<file path="src/rtl/multicycle_control_if.sv">
// Control/datapath bundle for the multi-cycle MIPS control unit.
// The control unit is the slave; the datapath side uses the master modport.
interface multicycle_control_if #(
   parameter int ALU_OP_WIDTH = 3,
   parameter int CNT_WIDTH    = 32
);
   logic [5:0]              opcode_i;
   logic                    mem_ready_i;
   logic                    pc_write_o;
   logic                    pc_write_cond_eq_o;
   logic                    pc_write_cond_ne_o;
   logic                    i_or_d_o;
   logic                    mem_read_o;
   logic                    mem_write_o;
   logic                    ir_write_o;
   logic                    reg_dst_o;
   logic                    mem_to_reg_o;
   logic                    reg_write_o;
   logic                    alu_src_a_o;
   logic [1:0]              alu_src_b_o;
   logic [1:0]              pc_source_o;
   logic [ALU_OP_WIDTH-1:0] alu_op_o;
   logic [3:0]              state_o;
   logic                    illegal_o;
   logic [CNT_WIDTH-1:0]    instr_count_o;

   modport slave (
      input  opcode_i, mem_ready_i,
      output pc_write_o, pc_write_cond_eq_o, pc_write_cond_ne_o, i_or_d_o,
             mem_read_o, mem_write_o, ir_write_o, reg_dst_o, mem_to_reg_o,
             reg_write_o, alu_src_a_o, alu_src_b_o, pc_source_o, alu_op_o,
             state_o, illegal_o, instr_count_o
   );

   modport master (
      output opcode_i, mem_ready_i,
      input  pc_write_o, pc_write_cond_eq_o, pc_write_cond_ne_o, i_or_d_o,
             mem_read_o, mem_write_o, ir_write_o, reg_dst_o, mem_to_reg_o,
             reg_write_o, alu_src_a_o, alu_src_b_o, pc_source_o, alu_op_o,
             state_o, illegal_o, instr_count_o
   );
endinterface

</file>
<file path="src/rtl/multicycle_control.sv">
// Moore control FSM for the multi-cycle MIPS datapath: fetch, decode, execute,
// memory and write-back, with optional memory wait, illegal trap and retire count.
module multicycle_control #(
   parameter int ALU_OP_WIDTH = 3,
   parameter int MEM_WAIT_EN  = 0,
   parameter int CNT_WIDTH    = 32
) (
   input  logic                  clk_i,
   input  logic                  reset_i,
   multicycle_control_if.slave   bus
);
   typedef enum logic [3:0] {
      S_FETCH    = 4'h0,
      S_DECODE   = 4'h1,
      S_MEM_ADDR = 4'h2,
      S_MEM_RD   = 4'h3,
      S_MEM_WB   = 4'h4,
      S_MEM_WR   = 4'h5,
      S_R_EXEC   = 4'h6,
      S_R_WB     = 4'h7,
      S_BRANCH   = 4'h8,
      S_JUMP     = 4'h9,
      S_I_EXEC   = 4'hA,
      S_I_WB     = 4'hB,
      S_ILLEGAL  = 4'hF
   } state_t;

   localparam logic [5:0] OP_RTYPE = 6'h00;
   localparam logic [5:0] OP_J     = 6'h02;
   localparam logic [5:0] OP_BEQ   = 6'h04;
   localparam logic [5:0] OP_BNE   = 6'h05;
   localparam logic [5:0] OP_ADDI  = 6'h08;
   localparam logic [5:0] OP_ORI   = 6'h0D;
   localparam logic [5:0] OP_LUI   = 6'h0F;
   localparam logic [5:0] OP_LW    = 6'h23;
   localparam logic [5:0] OP_SW    = 6'h2B;

   localparam logic [ALU_OP_WIDTH-1:0] ALU_ADD = ALU_OP_WIDTH'(3'b100);
   localparam logic [ALU_OP_WIDTH-1:0] ALU_SUB = ALU_OP_WIDTH'(3'b011);
   localparam logic [ALU_OP_WIDTH-1:0] ALU_OR  = ALU_OP_WIDTH'(3'b010);
   localparam logic [ALU_OP_WIDTH-1:0] ALU_LUI = ALU_OP_WIDTH'(3'b001);
   localparam logic [ALU_OP_WIDTH-1:0] ALU_R   = ALU_OP_WIDTH'(3'b111);

   state_t                  r_state;
   state_t                  w_next;
   logic [5:0]              r_op;
   logic [CNT_WIDTH-1:0]    r_count;

   logic                    w_ready;
   logic                    w_retire;
   logic                    w_pc_write, w_cond_eq, w_cond_ne, w_i_or_d;
   logic                    w_mem_read, w_mem_write, w_ir_write;
   logic                    w_reg_dst, w_mem_to_reg, w_reg_write;
   logic                    w_alu_src_a, w_illegal;
   logic [1:0]              w_alu_src_b, w_pc_source;
   logic [ALU_OP_WIDTH-1:0] w_alu_op;

   assign w_ready = (MEM_WAIT_EN != 0) ? bus.mem_ready_i : 1'b1;

   always_ff @(posedge clk_i) begin
      if (reset_i) begin
         r_state <= S_FETCH;
         r_op    <= 6'h00;
         r_count <= '0;
      end else begin
         r_state <= w_next;
         if (r_state == S_DECODE)
            r_op <= bus.opcode_i;
         if (w_retire)
            r_count <= r_count + CNT_WIDTH'(1);
      end
   end

   always_comb begin
      w_next       = S_FETCH;
      w_pc_write   = 1'b0;
      w_cond_eq    = 1'b0;
      w_cond_ne    = 1'b0;
      w_i_or_d     = 1'b0;
      w_mem_read   = 1'b0;
      w_mem_write  = 1'b0;
      w_ir_write   = 1'b0;
      w_reg_dst    = 1'b0;
      w_mem_to_reg = 1'b0;
      w_reg_write  = 1'b0;
      w_alu_src_a  = 1'b0;
      w_alu_src_b  = 2'b00;
      w_pc_source  = 2'b00;
      w_alu_op     = '0;
      w_illegal    = 1'b0;
      case (r_state)
         S_FETCH: begin
            w_mem_read  = 1'b1;
            w_alu_src_b = 2'b01;
            w_alu_op    = ALU_ADD;
            w_ir_write  = w_ready;
            w_pc_write  = w_ready;
            w_next      = w_ready ? S_DECODE : S_FETCH;
         end
         S_DECODE: begin
            w_alu_src_b = 2'b11;
            w_alu_op    = ALU_ADD;
            case (bus.opcode_i)
               OP_RTYPE:               w_next = S_R_EXEC;
               OP_ADDI, OP_ORI, OP_LUI: w_next = S_I_EXEC;
               OP_LW, OP_SW:           w_next = S_MEM_ADDR;
               OP_BEQ, OP_BNE:         w_next = S_BRANCH;
               OP_J:                   w_next = S_JUMP;
               default:                w_next = S_ILLEGAL;
            endcase
         end
         S_MEM_ADDR: begin
            w_alu_src_a = 1'b1;
            w_alu_src_b = 2'b10;
            w_alu_op    = ALU_ADD;
            w_next      = (r_op == OP_LW) ? S_MEM_RD : S_MEM_WR;
         end
         S_MEM_RD: begin
            w_mem_read = 1'b1;
            w_i_or_d   = 1'b1;
            w_next     = w_ready ? S_MEM_WB : S_MEM_RD;
         end
         S_MEM_WB: begin
            w_reg_write  = 1'b1;
            w_mem_to_reg = 1'b1;
         end
         // The write strobe is held for the whole wait so the memory sees a stable request.
         S_MEM_WR: begin
            w_mem_write = 1'b1;
            w_i_or_d    = 1'b1;
            w_next      = w_ready ? S_FETCH : S_MEM_WR;
         end
         S_R_EXEC: begin
            w_alu_src_a = 1'b1;
            w_alu_op    = ALU_R;
            w_next      = S_R_WB;
         end
         S_R_WB: begin
            w_reg_write = 1'b1;
            w_reg_dst   = 1'b1;
         end
         S_I_EXEC: begin
            w_alu_src_a = 1'b1;
            w_alu_src_b = 2'b10;
            case (r_op)
               OP_ORI:  w_alu_op = ALU_OR;
               OP_LUI:  w_alu_op = ALU_LUI;
               default: w_alu_op = ALU_ADD;
            endcase
            w_next = S_I_WB;
         end
         S_I_WB: begin
            w_reg_write = 1'b1;
         end
         S_BRANCH: begin
            w_alu_src_a = 1'b1;
            w_alu_op    = ALU_SUB;
            w_pc_source = 2'b01;
            w_cond_eq   = (r_op == OP_BEQ);
            w_cond_ne   = (r_op == OP_BNE);
         end
         S_JUMP: begin
            w_pc_write  = 1'b1;
            w_pc_source = 2'b10;
         end
         S_ILLEGAL: begin
            w_illegal = 1'b1;
         end
         default: w_next = S_FETCH;
      endcase
   end

   // Only real completions retire; ILLEGAL and FETCH returning to itself do not.
   assign w_retire = (w_next == S_FETCH) &&
                     (r_state inside {S_MEM_WB, S_MEM_WR, S_R_WB, S_I_WB, S_BRANCH, S_JUMP});

   assign bus.pc_write_o         = w_pc_write  & ~reset_i;
   assign bus.pc_write_cond_eq_o = w_cond_eq   & ~reset_i;
   assign bus.pc_write_cond_ne_o = w_cond_ne   & ~reset_i;
   assign bus.ir_write_o         = w_ir_write  & ~reset_i;
   assign bus.mem_write_o        = w_mem_write & ~reset_i;
   assign bus.reg_write_o        = w_reg_write & ~reset_i;
   assign bus.i_or_d_o           = w_i_or_d;
   assign bus.mem_read_o         = w_mem_read;
   assign bus.reg_dst_o          = w_reg_dst;
   assign bus.mem_to_reg_o       = w_mem_to_reg;
   assign bus.alu_src_a_o        = w_alu_src_a;
   assign bus.alu_src_b_o        = w_alu_src_b;
   assign bus.pc_source_o        = w_pc_source;
   assign bus.alu_op_o           = w_alu_op;
   assign bus.illegal_o          = w_illegal;
   assign bus.state_o            = r_state;
   assign bus.instr_count_o      = r_count;
endmodule

</file>
<file path="src/flat_wrapper.sv">
// flat-port wrapper written by rule: the top's interface ports become plain ports
module multicycle_control_flat 
#(
   parameter int ALU_OP_WIDTH = 3,
   parameter int MEM_WAIT_EN  = 0,
   parameter int CNT_WIDTH    = 32
)
  (clk_i, reset_i, bus_opcode_i, bus_mem_ready_i, bus_pc_write_o, bus_pc_write_cond_eq_o, bus_pc_write_cond_ne_o, bus_i_or_d_o, bus_mem_read_o, bus_mem_write_o, bus_ir_write_o, bus_reg_dst_o, bus_mem_to_reg_o, bus_reg_write_o, bus_alu_src_a_o, bus_alu_src_b_o, bus_pc_source_o, bus_alu_op_o, bus_state_o, bus_illegal_o, bus_instr_count_o);
  multicycle_control_if #(.ALU_OP_WIDTH(ALU_OP_WIDTH), .CNT_WIDTH(CNT_WIDTH)) bus_i ();
  input  logic clk_i;
  input  logic reset_i;
  input wire logic [$bits(bus_i.opcode_i)-1:0] bus_opcode_i;
  input wire logic [$bits(bus_i.mem_ready_i)-1:0] bus_mem_ready_i;
  output wire logic [$bits(bus_i.pc_write_o)-1:0] bus_pc_write_o;
  output wire logic [$bits(bus_i.pc_write_cond_eq_o)-1:0] bus_pc_write_cond_eq_o;
  output wire logic [$bits(bus_i.pc_write_cond_ne_o)-1:0] bus_pc_write_cond_ne_o;
  output wire logic [$bits(bus_i.i_or_d_o)-1:0] bus_i_or_d_o;
  output wire logic [$bits(bus_i.mem_read_o)-1:0] bus_mem_read_o;
  output wire logic [$bits(bus_i.mem_write_o)-1:0] bus_mem_write_o;
  output wire logic [$bits(bus_i.ir_write_o)-1:0] bus_ir_write_o;
  output wire logic [$bits(bus_i.reg_dst_o)-1:0] bus_reg_dst_o;
  output wire logic [$bits(bus_i.mem_to_reg_o)-1:0] bus_mem_to_reg_o;
  output wire logic [$bits(bus_i.reg_write_o)-1:0] bus_reg_write_o;
  output wire logic [$bits(bus_i.alu_src_a_o)-1:0] bus_alu_src_a_o;
  output wire logic [$bits(bus_i.alu_src_b_o)-1:0] bus_alu_src_b_o;
  output wire logic [$bits(bus_i.pc_source_o)-1:0] bus_pc_source_o;
  output wire logic [$bits(bus_i.alu_op_o)-1:0] bus_alu_op_o;
  output wire logic [$bits(bus_i.state_o)-1:0] bus_state_o;
  output wire logic [$bits(bus_i.illegal_o)-1:0] bus_illegal_o;
  output wire logic [$bits(bus_i.instr_count_o)-1:0] bus_instr_count_o;
  assign bus_i.opcode_i = bus_opcode_i;
  assign bus_i.mem_ready_i = bus_mem_ready_i;
  assign bus_pc_write_o = bus_i.pc_write_o;
  assign bus_pc_write_cond_eq_o = bus_i.pc_write_cond_eq_o;
  assign bus_pc_write_cond_ne_o = bus_i.pc_write_cond_ne_o;
  assign bus_i_or_d_o = bus_i.i_or_d_o;
  assign bus_mem_read_o = bus_i.mem_read_o;
  assign bus_mem_write_o = bus_i.mem_write_o;
  assign bus_ir_write_o = bus_i.ir_write_o;
  assign bus_reg_dst_o = bus_i.reg_dst_o;
  assign bus_mem_to_reg_o = bus_i.mem_to_reg_o;
  assign bus_reg_write_o = bus_i.reg_write_o;
  assign bus_alu_src_a_o = bus_i.alu_src_a_o;
  assign bus_alu_src_b_o = bus_i.alu_src_b_o;
  assign bus_pc_source_o = bus_i.pc_source_o;
  assign bus_alu_op_o = bus_i.alu_op_o;
  assign bus_state_o = bus_i.state_o;
  assign bus_illegal_o = bus_i.illegal_o;
  assign bus_instr_count_o = bus_i.instr_count_o;
  multicycle_control #(.ALU_OP_WIDTH(ALU_OP_WIDTH), .MEM_WAIT_EN(MEM_WAIT_EN), .CNT_WIDTH(CNT_WIDTH)) u_core (.clk_i(clk_i), .reset_i(reset_i), .bus(bus_i));
endmodule
</file>
<file path="config.mk">
export PLATFORM = sky130hd
export DESIGN_NAME = multicycle_control_flat
export DESIGN_NICKNAME = d
export VERILOG_FILES = /design/src/rtl/multicycle_control_if.sv /design/src/rtl/multicycle_control.sv /design/src/flat_wrapper.sv
export SDC_FILE = /design/constraint.sdc
export NUM_CORES = 1
export LEC_CHECK = 0
export ABC_AREA = 1
export ABC_CLOCK_PERIOD_IN_PS = 2000
export BUFFER_PORTS_ARGS = -buffer_cell sky130_fd_sc_hd__buf_2
export CORE_ASPECT_RATIO = 0.5
export CORE_MARGIN = 2
export CORE_UTILIZATION = 55
export DETAILED_ROUTE_END_ITERATION = 16
export GPL_ROUTABILITY_DRIVEN = 0
export PLACE_DENSITY = 0.81
export SYNTH_ARGS = -nofsm -noshare
export SYNTH_HDL_FRONTEND = slang
export SYNTH_SLANG_ARGS = --single-unit
</file>
<file path="constraint.sdc">
create_clock -name clk_i -period 2 [get_ports clk_i]
set_input_delay 0.3 -clock clk_i [delete_from_list [all_inputs] [get_ports clk_i]]
set_output_delay 0.3 -clock clk_i [all_outputs]
set_load 0.02 [all_outputs]
</file>
Word-level counts from Yosys, hierarchy flattened
Cells that the tools add are included.
{"block": "word_totals", "regBits": 42, "wordCells": 70, "out_inout_bits": 55, "inputBits": 9}
{"block": "classes", "n_reduce_logical": 15, "add_sub_neg": 1, "eq_ne": 25, "n_mux": 19, "n_bitwise": 7}
{"operator": "$add A32 B1 Y32 const B", "count": 1}
{"operator": "$eq A6 B4 Y1 const B", "count": 5}
{"operator": "$eq A6 B3 Y1 const B", "count": 4}
{"operator": "$pmux W4 S6", "count": 1}
{"operator": "$eq A4 B4 Y1 const B", "count": 5}
{"operator": "$pmux W4 S5", "count": 1}
{"operator": "$eq A6 B6 Y1 const B", "count": 3}
{"operator": "$eq A4 B3 Y1 const B", "count": 4}
{"operator": "$mux W1", "count": 12}
{"operator": "$pmux W3 S4", "count": 1}
{"operator": "$reduce_or A2 Y1", "count": 6}
{"operator": "$reduce_or A3 Y1", "count": 3}
{"operator": "$eq A4 B2 Y1 const B", "count": 2}
{"operator": "$logic_not A4 Y1", "count": 2}
{"operator": "$and A1 B1 Y1", "count": 6}
{"operator": "$eq A6 B2 Y1 const B", "count": 1}
{"operator": "$logic_not A6 Y1", "count": 1}
{"operator": "$pmux W2 S3", "count": 1}
{"operator": "$pmux W3 S2", "count": 1}
{"operator": "$reduce_bool A6 Y1", "count": 1}
{"operator": "$eq A4 B1 Y1 const B", "count": 1}
{"operator": "$pmux W2 S2", "count": 1}
{"operator": "$reduce_or A4 Y1", "count": 1}
{"operator": "$mux W3", "count": 1}
{"operator": "2 further kinds", "count": 2}

Longest topological paths before layout
{"block": "depth", "depth_word": 6, "ltp_mapped": 10}

Least setup slack after synthesis
OpenSTA, ideal clock, no wires.
{"block": "synth_timing", "path_kind": "reg2out", "start": "reg u_core.r_state[3], in the netlist u_core.bus.state_o[3]", "end": "out bus_pc_write_cond_eq_o", "path_stages_with_launch": 7, "arrival_ps": 1685, "path_slack_ps": 15, "cell_sequence": "dfxtp_1 -> nand2_1 -> nor2_2 -> inv_1 -> nor3_1 -> nand3_1 -> nor3_1"}
{"block": "synth_between", "elab_chain_len": 3}
{"item": "start, declared", "line": "multicycle_control.sv:44", "rtl": "state_t r_state;"}
{"item": "start signal, assigned", "line": "multicycle_control.sv:66", "rtl": "r_state <= w_next;"}
{"item": "$eq A4 B4 Y1", "line": "multicycle_control.sv:91", "rtl": "case (r_state)"}
{"item": "$mux W1", "line": "multicycle_control.sv:91"}
{"item": "$and A1 B1 Y1", "line": "multicycle_control.sv:178", "rtl": "assign bus.pc_write_cond_eq_o = w_cond_eq & ~reset_i;"}
{"item": "end, declared", "line": "flat_wrapper.sv:15", "rtl": "output wire logic [$bits(bus_i.pc_write_cond_eq_o)-1:0] bus_pc_write_cond_eq_o;"}
No other way between the ends.

Worst setup path after layout
{"block": "layout_timing", "start": "reg u_core.r_state[0], in the netlist u_core.bus.state_o[0]", "end": "out bus_pc_write_cond_eq_o"}
Same word-level chain as after synthesis.

==> impl_metrics.py <==
metrics = {
    "finish": {
        "layout.cells.non_filler": 585,
        "antenna_cells": 0,
        "area_growth_pct": 19.0,
        "nets": 524,
        "seqCellArea_um2": 848,
        "final_area_um2": 3240,
        "utilization": 0.669,
        "drive_above_1_share": 0.216,
        "num-fill-cells": 470,
        "multi_input_area_um2": 1720,
    },
    "grt": {
        "grt_pass1_vias": 2519,
        "gr-usage-all-layers": 0.261,
        "grt_max_degree": 37,
        "grt_overflow": 0,
        "grt_pass1_wl_um": 11200,
        "antenna_found_initial": 0,
    },
    "setup_path": {
        "required_ps": 1700,
        "crit_chain": "nor2_4, inv_2, nor2_4, inv_2, nor3_4, nand3_2, nor3_2, buf_4",
        "crit_arrival_ps": 1640,
        "cp-start-kind": "register",
        "critical_path_class": "register to primary output",
        "cp_slowest_cell": "dfxtp_2",
        "r2r_setup_slack_ps": 370,
        "endpoint_kind": "primary output",
        "r2r_start": "u_core.bus.instr_count_o[1]",
        "worstRegToRegCells": 10,
        "cp_top_family": "simple AND/OR/NAND/NOR gates",
        "r2r-end": "u_core.bus.instr_count_o[30]",
        "crit_path_max_incr_delay_ps": 350,
        "path_buf_inv": 3,
        "crit_fanout": 4,
    },
    "flow_run": {
        "maxCapViolations": 0,
    },
    "sta": {
        "period_share": 0.971,
        "min_period_ps": 1940,
        "rsz0062_at_grt": "yes",
        "maxSlewHeadroom": 0.680,
        "setup_viol": 0,
        "slew_violations": 0,
        "worst_slew_pin_slew_ps": 480,
        "max_freq_mhz": 515,
        "hold_viol_final": 0,
        "fin_skew_ps": 3.51,
    },
    "cts": {
        "cts_buffers": 5,
        "clockBufferDepth": 2,
        "cts.sinks": 42,
        "cts_hold_buf": 0,
        "cts_tree": "done",
        "clkLatencyLatePin_ps": 300,
        "cts_root_buf": "clkbuf_8",
        "clkTransAtPathRegs_ps": 80,
        "ctsHtreeMaxLevel": 2,
    },
    "yosys": {
        "ys_top_cells_by_count": "155 x nand2_1, 79 x nor2_1, 42 x dfxtp_1",
        "synth_nets": 460,
        "synth.distinct_cells": 27,
        "synth_top_flop_cell": "dfxtp_1",
        "synth-edff-count": 0,
        "synth_most_common_cell": "nand2_1",
        "syn_inst": 450,
        "yosys-top-cells-area": "dfxtp_1 31%, nand2_1 21%, nor2_1 11%",
        "avgSynthCellArea_um2": 6.05,
        "yosysTopAreaCell": "dfxtp_1",
        "yosysTopAreaCellShare": 0.309,
        "async_reset_ff_frac": 0,
        "synth_area_um2": 2720,
        "yosys_warnings": 0,
        "synth-seq-cells": 42,
        "yosysSeqAreaShare": 0.309,
    },
    "placement": {
        "dp.cells": 575,
        "io_buffers": 62,
        "place_area_um2": 3090,
        "dp_hpwl_um": 5120,
    },
    "route": {
        "wl_um": 6870,
        "viasPerCell": 5.12,
        "drc": 0,
        "wire_per_inst_um": 11.7,
        "ant_nets": 0,
        "first_pass_iters": 4,
        "vias": 2998,
        "drt_iter0_drc": 125,
    },
    "floorplanning": {
        "die_area_um2": 5560,
        "num_io_pins": 64,
        "start_util": 0.562,
        "num_rows": 18,
        "die_x_um": 103,
        "fp.dieH_um": 53.7,
        "fp.coreArea_um2": 4840,
    },
    "outcome": {
        "status": "complete, no violations",
    },
    "worst_hold_path": {
        "min_to": "u_core.r_op[4]",
        "hold_path.class": "input port to register",
        "hold_path_depth": 3,
        "min-delay-start": "bus_opcode_i[4]",
    },
    "power_and_ir_drop": {
        "vdd_ir_drop_max_uv": 1150,
        "p_total_mw": 2.94,
        "power_density_nw_per_um2": 909,
        "leakagePower_nw": 1.39,
    },
}
==> final cells by class <==
cell class | instances | area share
Clock buffer | 7 | 0.0267
Timing Repair Buffer | 68 | 0.110
Inverter | 36 | 0.0417
Sequential cell | 42 | 0.262
Tap cell | 70 | 0.0270
Clock inverter | 1 | 0.00154
Multi-Input combinational cell | 361 | 0.531
==> layout by cell type, fill, tap and decap left out <==
cell type,instances
buf_2,61
o21ai_0,13
o21a_1,1
ha_1,1
dfxtp_1,38
nor3b_1,2
clkbuf_1,1
a21o_1,3
a21oi_1,36
dfxtp_4,1
nand3_2,3
and3_1,1
nand3b_1,12
clkbuf_8,6
o31ai_1,2
dfxtp_2,3
xnor2_1,2
nand4_1,3
nor3_4,1
nor2_2,10
nor2_4,7
nor3_1,5
clkinv_2,1
inv_1,32
nand3_1,10
nand2_2,6
buf_4,7
nor2_1,78
inv_2,4
xor2_1,10
nand2_1,154
nor3_2,1
==> worst max-delay path by stage <==
stage,from,endpoint,slack (ps),cells after the start
global route,u_core.bus.state_o[2],bus_pc_write_cond_eq_o,-70,8
detailed placement,u_core.bus.state_o[1],bus_pc_write_cond_eq_o,350,8
finish,u_core.bus.state_o[0],bus_pc_write_cond_eq_o,60,8
floorplan,u_core.bus.state_o[3],bus_pc_write_cond_eq_o,20,6
CTS,u_core.bus.state_o[1],bus_pc_write_cond_eq_o,8,8
global placement,u_core.bus.instr_count_o[1],u_core.bus.instr_count_o[30],410,10
==> power by group <==
part	internal, mW	leakage (nW)	switching [mW]	total (mW)
Combinational	0.384	0.997	0.914	1.30
Clock	0.279	0.0482	0.303	0.582
Sequential	0.946	0.342	0.118	1.06
==> what timing repair did <==
action,4_1_cts,5_1_grt
buffers inserted,0,2
endpoints found under the setup margin,0,2
gates resized for setup,0,16
==> kinds of logic (layout without fill, tap and decap cells) <==
| group | Yosys count | count (layout) | synth area share |
|---|---|---|---|
| and+or+nand+nor | 293 | 293 | 0.469 |
| xor gates and xnor gates | 12 | 12 | 0.0386 |
| DFF | 42 | 42 | 0.309 |
| adders and majority gates | 1 | 1 | 0.00460 |
| buffers and inverters | 47 | 112 | 0.0726 |
| AOI/OAI and AO/OA | 55 | 55 | 0.107 |
==> stage by stage <==
| stage | TNS (ps) | setup slack [ps] | hold slack (ps) |
|---|---|---|---|
| 6_report | 0 | 57.7 | 276 |
| 5_1_grt | -68.3 | -68.3 | 289 |
| 4_1_cts | 0 | 7.52 | 272 |
| 3_5_place_dp | 0 | 354 | 489 |
| 3_3_place_gp | 0 | 406 | 485 |
| 2_1_floorplan | 0 | 15.1 | 435 |
==> state kept, by name, summed over array words and instances, names as in the netlist <==
| name | flops |
|---|---|
| u_core.bus.instr_count_o | 32 |
| u_core.r_op | 6 |
| u_core.bus.state_o | 4 |
==> layer usage <==
metal	part of all wire	global-route usage
met5	0	0
met4	0.012	0.0680
met3	0.065	0.0610
met2	0.45	0.422
met1	0.48	0.355
==> tightest hold or removal path: cells and delay by family <==
family	cells	cell delay, ps
buffers and inverters	2	180
AOI/OAI and AO/OA	1	60
No activity file was read; power rests on OpenSTA's default activity.
